==> config.mk <==
export PLATFORM = sky130hd
export DESIGN_NAME = id_stage_flat
export DESIGN_NICKNAME = d
export VERILOG_FILES = /design/src/rtl/mips_defs.sv /design/src/rtl/id_stage_if.sv /design/src/rtl/grf.sv /design/src/rtl/id_stage.sv /design/src/flat_wrapper.sv
export SDC_FILE = /design/constraint.sdc
export NUM_CORES = 2
export LEC_CHECK = 0
export ABC_AREA = 1
export CORE_UTILIZATION = 40
export CTS_CLUSTER_SIZE = 28
export DETAILED_ROUTE_END_ITERATION = 10
export GPL_TIMING_DRIVEN = 1
export PLACE_DENSITY = 0.54
export SYNTH_ARGS = -nofsm -noshare
export SYNTH_HDL_FRONTEND = slang
export SYNTH_HIERARCHICAL = 1
export SYNTH_SLANG_ARGS = --single-unit
==> constraint.sdc <==
create_clock -name Clk -period 9.2 [get_ports Clk]
set_clock_uncertainty 0.2 [all_clocks]
set_input_delay 1.84 -clock Clk [delete_from_list [all_inputs] [get_ports Clk]]
set_output_delay 1.84 -clock Clk [all_outputs]
set_load 0.01 [all_outputs]
==> src/rtl/mips_defs.sv <==
// Opcode/funct encodings and reset values shared by the MIPS decode stage.
package mips_defs;

  localparam logic [5:0] OP_RTYPE = 6'h00;
  localparam logic [5:0] OP_J     = 6'h02;
  localparam logic [5:0] OP_JAL   = 6'h03;
  localparam logic [5:0] OP_BEQ   = 6'h04;
  localparam logic [5:0] OP_BNE   = 6'h05;
  localparam logic [5:0] OP_LW    = 6'h23;
  localparam logic [5:0] OP_SW    = 6'h2B;
  localparam logic [5:0] FN_JR    = 6'h08;

  localparam logic [31:0] RESET_PC  = 32'h0000_3000;
  localparam logic [31:0] NOP_INSTR = 32'h0000_0000;

  // Every store (sb/sh/sw/...) lives in the 101xxx opcode group and reads rt.
  function automatic logic is_store_op(input logic [5:0] op);
    return op[5:3] == 3'b101;
  endfunction

endpackage

==> src/rtl/id_stage_if.sv <==
// Decode-stage signal bundle: fetch/hazard/writeback inputs and decode outputs.
interface id_stage_if;
  logic [31:0] if_pc;
  logic [31:0] if_instr;
  logic        ex_wr_en;
  logic [4:0]  ex_wr_addr;
  logic        ex_is_load;
  logic        mem_wr_en;
  logic [4:0]  mem_wr_addr;
  logic        mem_is_load;
  logic [31:0] mem_wr_data;
  logic        wb_we;
  logic [4:0]  wb_addr;
  logic [31:0] wb_data;
  logic [31:0] nPCAlt;
  logic        nPCSel;
  logic        Stall;
  logic [31:0] id_pc;
  logic [31:0] id_instr;
  logic        id_valid;
  logic [31:0] rs_data;
  logic [31:0] rt_data;
  logic [31:0] imm_ext;
  logic [31:0] link_pc;

  modport master (
    output if_pc, if_instr, ex_wr_en, ex_wr_addr, ex_is_load,
           mem_wr_en, mem_wr_addr, mem_is_load, mem_wr_data,
           wb_we, wb_addr, wb_data,
    input  nPCAlt, nPCSel, Stall, id_pc, id_instr, id_valid,
           rs_data, rt_data, imm_ext, link_pc
  );

  modport slave (
    input  if_pc, if_instr, ex_wr_en, ex_wr_addr, ex_is_load,
           mem_wr_en, mem_wr_addr, mem_is_load, mem_wr_data,
           wb_we, wb_addr, wb_data,
    output nPCAlt, nPCSel, Stall, id_pc, id_instr, id_valid,
           rs_data, rt_data, imm_ext, link_pc
  );
endinterface

==> src/rtl/grf.sv <==
// 32x32 general register file: two combinational read ports, one write port,
// $0 hard-wired to zero, same-cycle write-through on reads.
module grf (
  input  logic            Clk,
  input  logic            Rst,
  input  logic [1:0][4:0] raddr_i,
  output logic [1:0][31:0] rdata_o,
  input  logic            we_i,
  input  logic [4:0]      waddr_i,
  input  logic [31:0]     wdata_i
);

  logic [31:0] regs_q [32];

  always_ff @(posedge Clk or negedge Rst) begin
    if (!Rst) begin
      for (int i = 0; i < 32; i++) regs_q[i] <= '0;
    end else if (we_i && waddr_i != 5'd0) begin
      regs_q[waddr_i] <= wdata_i;
    end
  end

  for (genvar gi = 0; gi < 2; gi++) begin : g_rd
    assign rdata_o[gi] = (raddr_i[gi] == 5'd0)                ? 32'd0   :
                         (we_i && waddr_i == raddr_i[gi])     ? wdata_i :
                                                                regs_q[raddr_i[gi]];
  end

endmodule

==> src/rtl/id_stage.sv <==
// MIPS decode stage: IF/ID register, register file, branch/jump redirect with
// delay-slot semantics, load-use and branch-operand hazard stalls.
module id_stage import mips_defs::*; #(
  parameter logic [31:0] RESET_PC  = mips_defs::RESET_PC,
  parameter logic [31:0] NOP_INSTR = mips_defs::NOP_INSTR
) (
  input logic        Clk,
  input logic        Rst,
  id_stage_if.slave  bus
);

  logic [31:0] pc_q, instr_q;
  logic        valid_q;
  logic        stall;

  always_ff @(posedge Clk or negedge Rst) begin
    if (!Rst) begin
      pc_q    <= RESET_PC;
      instr_q <= NOP_INSTR;
      valid_q <= 1'b0;
    end else if (!stall) begin
      pc_q    <= bus.if_pc;
      instr_q <= bus.if_instr;
      valid_q <= 1'b1;
    end
  end

  logic [5:0] op, funct;
  logic [4:0] rs, rt;
  assign op    = instr_q[31:26];
  assign rs    = instr_q[25:21];
  assign rt    = instr_q[20:16];
  assign funct = instr_q[5:0];

  logic is_beq, is_bne, is_j, is_jal, is_jr, uses_rs, uses_rt;
  assign is_beq  = (op == OP_BEQ);
  assign is_bne  = (op == OP_BNE);
  assign is_j    = (op == OP_J);
  assign is_jal  = (op == OP_JAL);
  assign is_jr   = (op == OP_RTYPE) && (funct == FN_JR);
  assign uses_rs = !(is_j || is_jal);
  assign uses_rt = (op == OP_RTYPE) || is_beq || is_bne || is_store_op(op);

  logic [1:0][31:0] rdata;
  grf u_grf (
    .Clk     (Clk),
    .Rst     (Rst),
    .raddr_i ({rt, rs}),
    .rdata_o (rdata),
    .we_i    (bus.wb_we),
    .waddr_i (bus.wb_addr),
    .wdata_i (bus.wb_data)
  );

  // Compare operands: a non-load result sitting in MEM beats the regfile value.
  logic [31:0] cmp_rs, cmp_rt;
  logic        fwd_rs, fwd_rt;
  assign fwd_rs = bus.mem_wr_en && !bus.mem_is_load && rs != 5'd0 && bus.mem_wr_addr == rs;
  assign fwd_rt = bus.mem_wr_en && !bus.mem_is_load && rt != 5'd0 && bus.mem_wr_addr == rt;
  assign cmp_rs = fwd_rs ? bus.mem_wr_data : rdata[0];
  assign cmp_rt = fwd_rt ? bus.mem_wr_data : rdata[1];

  logic load_use, br_haz_rs, br_haz_rt, br_stall;
  assign load_use = bus.ex_is_load && bus.ex_wr_en && bus.ex_wr_addr != 5'd0 &&
                    ((uses_rs && bus.ex_wr_addr == rs) || (uses_rt && bus.ex_wr_addr == rt));
  assign br_haz_rs = rs != 5'd0 &&
                     ((bus.ex_wr_en && bus.ex_wr_addr == rs) ||
                      (bus.mem_wr_en && bus.mem_is_load && bus.mem_wr_addr == rs));
  assign br_haz_rt = rt != 5'd0 &&
                     ((bus.ex_wr_en && bus.ex_wr_addr == rt) ||
                      (bus.mem_wr_en && bus.mem_is_load && bus.mem_wr_addr == rt));
  assign br_stall  = ((is_beq || is_bne) && (br_haz_rs || br_haz_rt)) || (is_jr && br_haz_rs);
  assign stall     = load_use || br_stall;

  logic [31:0] imm_ext, pc_plus4, br_target, j_target;
  assign imm_ext   = {{16{instr_q[15]}}, instr_q[15:0]};
  assign pc_plus4  = pc_q + 32'd4;
  assign br_target = pc_plus4 + {imm_ext[29:0], 2'b00};
  assign j_target  = {pc_plus4[31:28], instr_q[25:0], 2'b00};

  logic        sel;
  logic [31:0] alt;
  always_comb begin
    sel = 1'b0;
    alt = 32'd0;
    if (valid_q && !stall) begin
      if ((is_beq && cmp_rs == cmp_rt) || (is_bne && cmp_rs != cmp_rt)) begin
        sel = 1'b1;
        alt = br_target;
      end else if (is_j || is_jal) begin
        sel = 1'b1;
        alt = j_target;
      end else if (is_jr) begin
        sel = 1'b1;
        alt = cmp_rs;
      end
    end
  end

  assign bus.nPCSel   = sel;
  assign bus.nPCAlt   = alt;
  assign bus.Stall    = stall;
  assign bus.id_pc    = pc_q;
  assign bus.id_instr = instr_q;
  assign bus.id_valid = valid_q && !stall;
  assign bus.rs_data  = rdata[0];
  assign bus.rt_data  = rdata[1];
  assign bus.imm_ext  = imm_ext;
  assign bus.link_pc  = pc_q + 32'd8;

endmodule

==> src/flat_wrapper.sv <==
// flat-port wrapper written by rule: the top's interface ports become plain ports
module id_stage_flat import mips_defs::*;
#(
  parameter logic [31:0] RESET_PC  = mips_defs::RESET_PC,
  parameter logic [31:0] NOP_INSTR = mips_defs::NOP_INSTR
)
  (Clk, Rst, bus_if_pc, bus_if_instr, bus_ex_wr_en, bus_ex_wr_addr, bus_ex_is_load, bus_mem_wr_en, bus_mem_wr_addr, bus_mem_is_load, bus_mem_wr_data, bus_wb_we, bus_wb_addr, bus_wb_data, bus_nPCAlt, bus_nPCSel, bus_Stall, bus_id_pc, bus_id_instr, bus_id_valid, bus_rs_data, bus_rt_data, bus_imm_ext, bus_link_pc);
  id_stage_if bus_i ();
  input logic Clk;
  input logic Rst;
  input wire logic [$bits(bus_i.if_pc)-1:0] bus_if_pc;
  input wire logic [$bits(bus_i.if_instr)-1:0] bus_if_instr;
  input wire logic [$bits(bus_i.ex_wr_en)-1:0] bus_ex_wr_en;
  input wire logic [$bits(bus_i.ex_wr_addr)-1:0] bus_ex_wr_addr;
  input wire logic [$bits(bus_i.ex_is_load)-1:0] bus_ex_is_load;
  input wire logic [$bits(bus_i.mem_wr_en)-1:0] bus_mem_wr_en;
  input wire logic [$bits(bus_i.mem_wr_addr)-1:0] bus_mem_wr_addr;
  input wire logic [$bits(bus_i.mem_is_load)-1:0] bus_mem_is_load;
  input wire logic [$bits(bus_i.mem_wr_data)-1:0] bus_mem_wr_data;
  input wire logic [$bits(bus_i.wb_we)-1:0] bus_wb_we;
  input wire logic [$bits(bus_i.wb_addr)-1:0] bus_wb_addr;
  input wire logic [$bits(bus_i.wb_data)-1:0] bus_wb_data;
  output wire logic [$bits(bus_i.nPCAlt)-1:0] bus_nPCAlt;
  output wire logic [$bits(bus_i.nPCSel)-1:0] bus_nPCSel;
  output wire logic [$bits(bus_i.Stall)-1:0] bus_Stall;
  output wire logic [$bits(bus_i.id_pc)-1:0] bus_id_pc;
  output wire logic [$bits(bus_i.id_instr)-1:0] bus_id_instr;
  output wire logic [$bits(bus_i.id_valid)-1:0] bus_id_valid;
  output wire logic [$bits(bus_i.rs_data)-1:0] bus_rs_data;
  output wire logic [$bits(bus_i.rt_data)-1:0] bus_rt_data;
  output wire logic [$bits(bus_i.imm_ext)-1:0] bus_imm_ext;
  output wire logic [$bits(bus_i.link_pc)-1:0] bus_link_pc;
  assign bus_i.if_pc = bus_if_pc;
  assign bus_i.if_instr = bus_if_instr;
  assign bus_i.ex_wr_en = bus_ex_wr_en;
  assign bus_i.ex_wr_addr = bus_ex_wr_addr;
  assign bus_i.ex_is_load = bus_ex_is_load;
  assign bus_i.mem_wr_en = bus_mem_wr_en;
  assign bus_i.mem_wr_addr = bus_mem_wr_addr;
  assign bus_i.mem_is_load = bus_mem_is_load;
  assign bus_i.mem_wr_data = bus_mem_wr_data;
  assign bus_i.wb_we = bus_wb_we;
  assign bus_i.wb_addr = bus_wb_addr;
  assign bus_i.wb_data = bus_wb_data;
  assign bus_nPCAlt = bus_i.nPCAlt;
  assign bus_nPCSel = bus_i.nPCSel;
  assign bus_Stall = bus_i.Stall;
  assign bus_id_pc = bus_i.id_pc;
  assign bus_id_instr = bus_i.id_instr;
  assign bus_id_valid = bus_i.id_valid;
  assign bus_rs_data = bus_i.rs_data;
  assign bus_rt_data = bus_i.rt_data;
  assign bus_imm_ext = bus_i.imm_ext;
  assign bus_link_pc = bus_i.link_pc;
  id_stage #(.RESET_PC(RESET_PC), .NOP_INSTR(NOP_INSTR)) u_core (.Clk(Clk), .Rst(Rst), .bus(bus_i));
endmodule
==> metrics.yaml <==
floorplanning:
  fp.dieH_um: 414.0
  io_pins: 377
  dieArea_sq_um: 171400
  core_sq_um: 167800
  die_x_um: 414.0
  initial_utilization_pct: 40.46
  std_cell_rows: 150
detailed_routing:
  num_vias: 70672
  first_pass_iters: 8
  dr_wl_met2_mm: 138.0
  wl_met1_mm: 132.3
  wire_per_inst_um: 25.54
  vias_per_cell: 5.762
  drt-total-wl_mm: 313.2
  drtAntennaViolNets: 0
  dr.max_layer_used: "met5"
  drc: 0
  wl_met3_mm: 29.66
  dr.first_iter.drc_count: 9545
timing:
  maxSlewViolCount: 0
  slew_headroom_pct: 18.96
  max_freq_mhz: 114.7
  finalHoldViolCount: 0
  finalCritPeriodShare_pct: 94.73
  worst_pin_slew_ns: 1.216
  finalCriticalPeriod_ns: 8.715
  finalSetupViolCount: 0
  rsz0062_at_grt: "false"
  timing.setup.tns_ns: 0
setup_path:
  rr_endpoint: "u_core/bus.id_pc[25]"
  r2r_cells: 16
  critPathMaxStageDelay_ns: 0.78
  crit_family: "simple AND/OR/NAND/NOR gates"
  crit_top_cell: "nand2_1"
  crit_path_start_kind: "flop"
  worstPathRequired_ns: 7.16
  crit_fanout: 21
  crit_type: "flop to output port"
  worstReg2RegStart: "u_core/bus.id_instr[25]"
  crit_buf_inv: 5
  end_kind: "output port"
  reg2reg_slack_ns: 4.53
  arrival_ns: 6.68
  crit_path_top_delay_cell: "dfrtp_4"
grt:
  grt-ovfl-total: 0
  grt_max_degree: 175
  grt_first_pass_wirelength_mm: 450.5
  gr-usage-all-layers_pct: 35.76
  grt_pass1_vias: 63984
  antenna_found_initial: 18
yosys:
  ys_types: 54
  syn_inst: 10109
  ys.flop_type: "dfrtp_1"
  yosysTopAreaCell: "dfrtp_1"
  syn-cell-area_sq_um: 67890
  synth_fp_nets: 10295
  yosys-top-cells-area: "dfrtp_1, nand2_1, o21ai_0, nand3_1, inv_1"
  yosys_warnings: 6
  synth_edf_count: 0
  ys_ff_latch: 1089
  synth_top_cell_area_share_pct: 40.06
  async_flop_share_pct: 100.0
  avgSynthCellArea_sq_um: 6.716
  synth_seq_area_share_pct: 40.14
power_and_ir_drop:
  vdd_drop_max_uv: 168.3
  totalPowerFinal_uw: 15490
  cellPowerDensity_nw_per_um2: 200.9
  power_leakage_uw: 0.03706
placed_design:
  port-buffer-count: 376
  dpl-instance-area_sq_um: 72690
  gp_congestion: 1.002
  hpwl_mm: 190.5
cts:
  root_buffer: "clkbuf_16"
  clockBufferDepth: 3
  path_clk_slew_ns: 0.06
  holdBufCountCts: 0
  cts_repair_resize_count: 0
  cts_tree: "done"
  cts_max_level: 4
  clk_latency_ns: 0.82
  cts_setup_buffers: 0
  clock_sink_count: 1089
  cts_made_buffers: 135
hold_path:
  hold_end: "u_core/u_grf/regs_q[1023]"
  hold_path.class: "flop to flop"
  worstHoldStart: "u_core/u_grf/regs_q[1023]"
  holdPathStages: 0
layout:
  fillers: 17296
  nets: 10134
  drive_gt1_share_pct: 5.721
  area_growth_syn_to_layout_pct: 13.59
  fin_area_sq_um: 77120
status:
  outcome: "finished clean"
flow_run:
  max-cap-violations: 0
==> cells by family (layout without fill, tap and decap cells) <==
kind of cell	count (synthesis)	after routing	share of synthesized area, %
XOR/XNOR	82	82	1.058
buffers and inverters	1721	1663	10.34
flip-flops	1089	1089	40.14
adder cells (fa/ha/maj)	36	36	0.6745
other	0	10	0
AND/OR/NAND/NOR	5126	5126	31.70
AO/OA/AOI/OAI	2052	2052	16.04
multiplexers	3	3	0.04423
==> flip-flops by register name, indices dropped and copies added (netlist names) <==
signal / flops
u_core/u_grf/regs_q: 1024
u_core/valid_q: 1
u_core/bus.id_instr: 32
u_core/bus.id_pc: 32
==> placed cells by master (no fill, tap or decap), types with 32 or more instances in the layout <==
cell type | Yosys | final
o21ai_1 | 100 | 100
o211ai_1 | 208 | 208
inv_1 | 858 | 850
nor2_1 | 450 | 446
a21oi_1 | 366 | 366
clkbuf_1 | 490 | 32
ha_1 | 35 | 35
clkbuf_16 | 0 | 136
or2_2 | 61 | 61
buf_4 | 50 | 131
buf_12 | 0 | 38
nand3_1 | 1204 | 1203
nand4_1 | 48 | 48
o21ai_0 | 1334 | 1334
xor2_1 | 59 | 59
dfrtp_1 | 1087 | 1077
clkdlybuf4s50_1 | 0 | 375
nand2_1 | 3242 | 3237
==> layout make-up <==
class                           instances  area, sq um  area share (%)
Clock buffer                          194         3881           5.033
Timing Repair Buffer                  545         5513           7.149
Clock inverter                         46        520.5          0.6749
Inverter                              878         3332           4.321
Tap cell                             2204         2758           3.576
Antenna cell                           10        25.02         0.03245
Sequential cell                      1089        27290           35.39
Multi-Input combinational cell       7299        33800           43.83
==> synth_stat cells (7+ instances only) <==
cell type  instances
nor4_1             9
ha_1              35
nor2_1           450
buf_2            225
buf_6             10
or2_2             61
nor2_2            22
xnor2_1           23
o211ai_1         208
inv_2             16
nand2_1         3242
nand4_1           48
nor3_1            15
nand3b_1          14
nor2_4             8
buf_1             65
nand2_2           28
nor3_2             7
a21oi_1          366
inv_1            858
xor2_1            59
buf_4             50
clkbuf_1         490
nand3_1         1204
o22ai_1           19
o21ai_1          100
o21ai_0         1334
dfrtp_1         1087
==> routing by layer <==
layer | GRT usage (%) | vias up
met3 | 6.870 | 593
met5 | 0 | -
li1 | - | 32336
met1 | 49.04 | 34025
met4 | 14.75 | 12
met2 | 55.12 | 3706
==> report_power, final <==
part           switching, uW  internal [uW]
Combinational           2480           1330
Sequential               622           5660
Clock                   2290           3120
==> metrics by stage <==
step | utilization (%) | hold WS [ns] | setup slack [ns] | std cells
2_1_floorplan | - | 0.2290 | 2.817 | 10109
3_3_place_gp | 43.32 | 0.1646 | 0.6056 | 12015
3_5_place_dp | 43.32 | 0.1656 | 0.5435 | 12015
4_1_cts | 45.95 | 0.1785 | 0.5396 | 12255
5_1_grt | 45.95 | 0.1844 | 0.1466 | 12257
6_report | 45.96 | 0.1738 | 0.4846 | 12265
==> worst max path at each step <==
stage / from / endpoint / slack (ns) / cells after the start
global route: bus_wb_addr[3] / bus_nPCAlt[3] / 0.15 / 22
floorplan: bus_wb_addr[4] / bus_nPCAlt[5] / 2.82 / 21
global placement: bus_wb_addr[3] / bus_nPCAlt[3] / 0.61 / 24
finish: u_core/bus.id_instr[23] / bus_nPCAlt[3] / 0.48 / 25
detailed placement: bus_wb_addr[3] / bus_nPCAlt[3] / 0.54 / 24
CTS: bus_wb_addr[3] / bus_nPCAlt[3] / 0.54 / 24
Note: power is estimated with default switching activity, not from simulation.
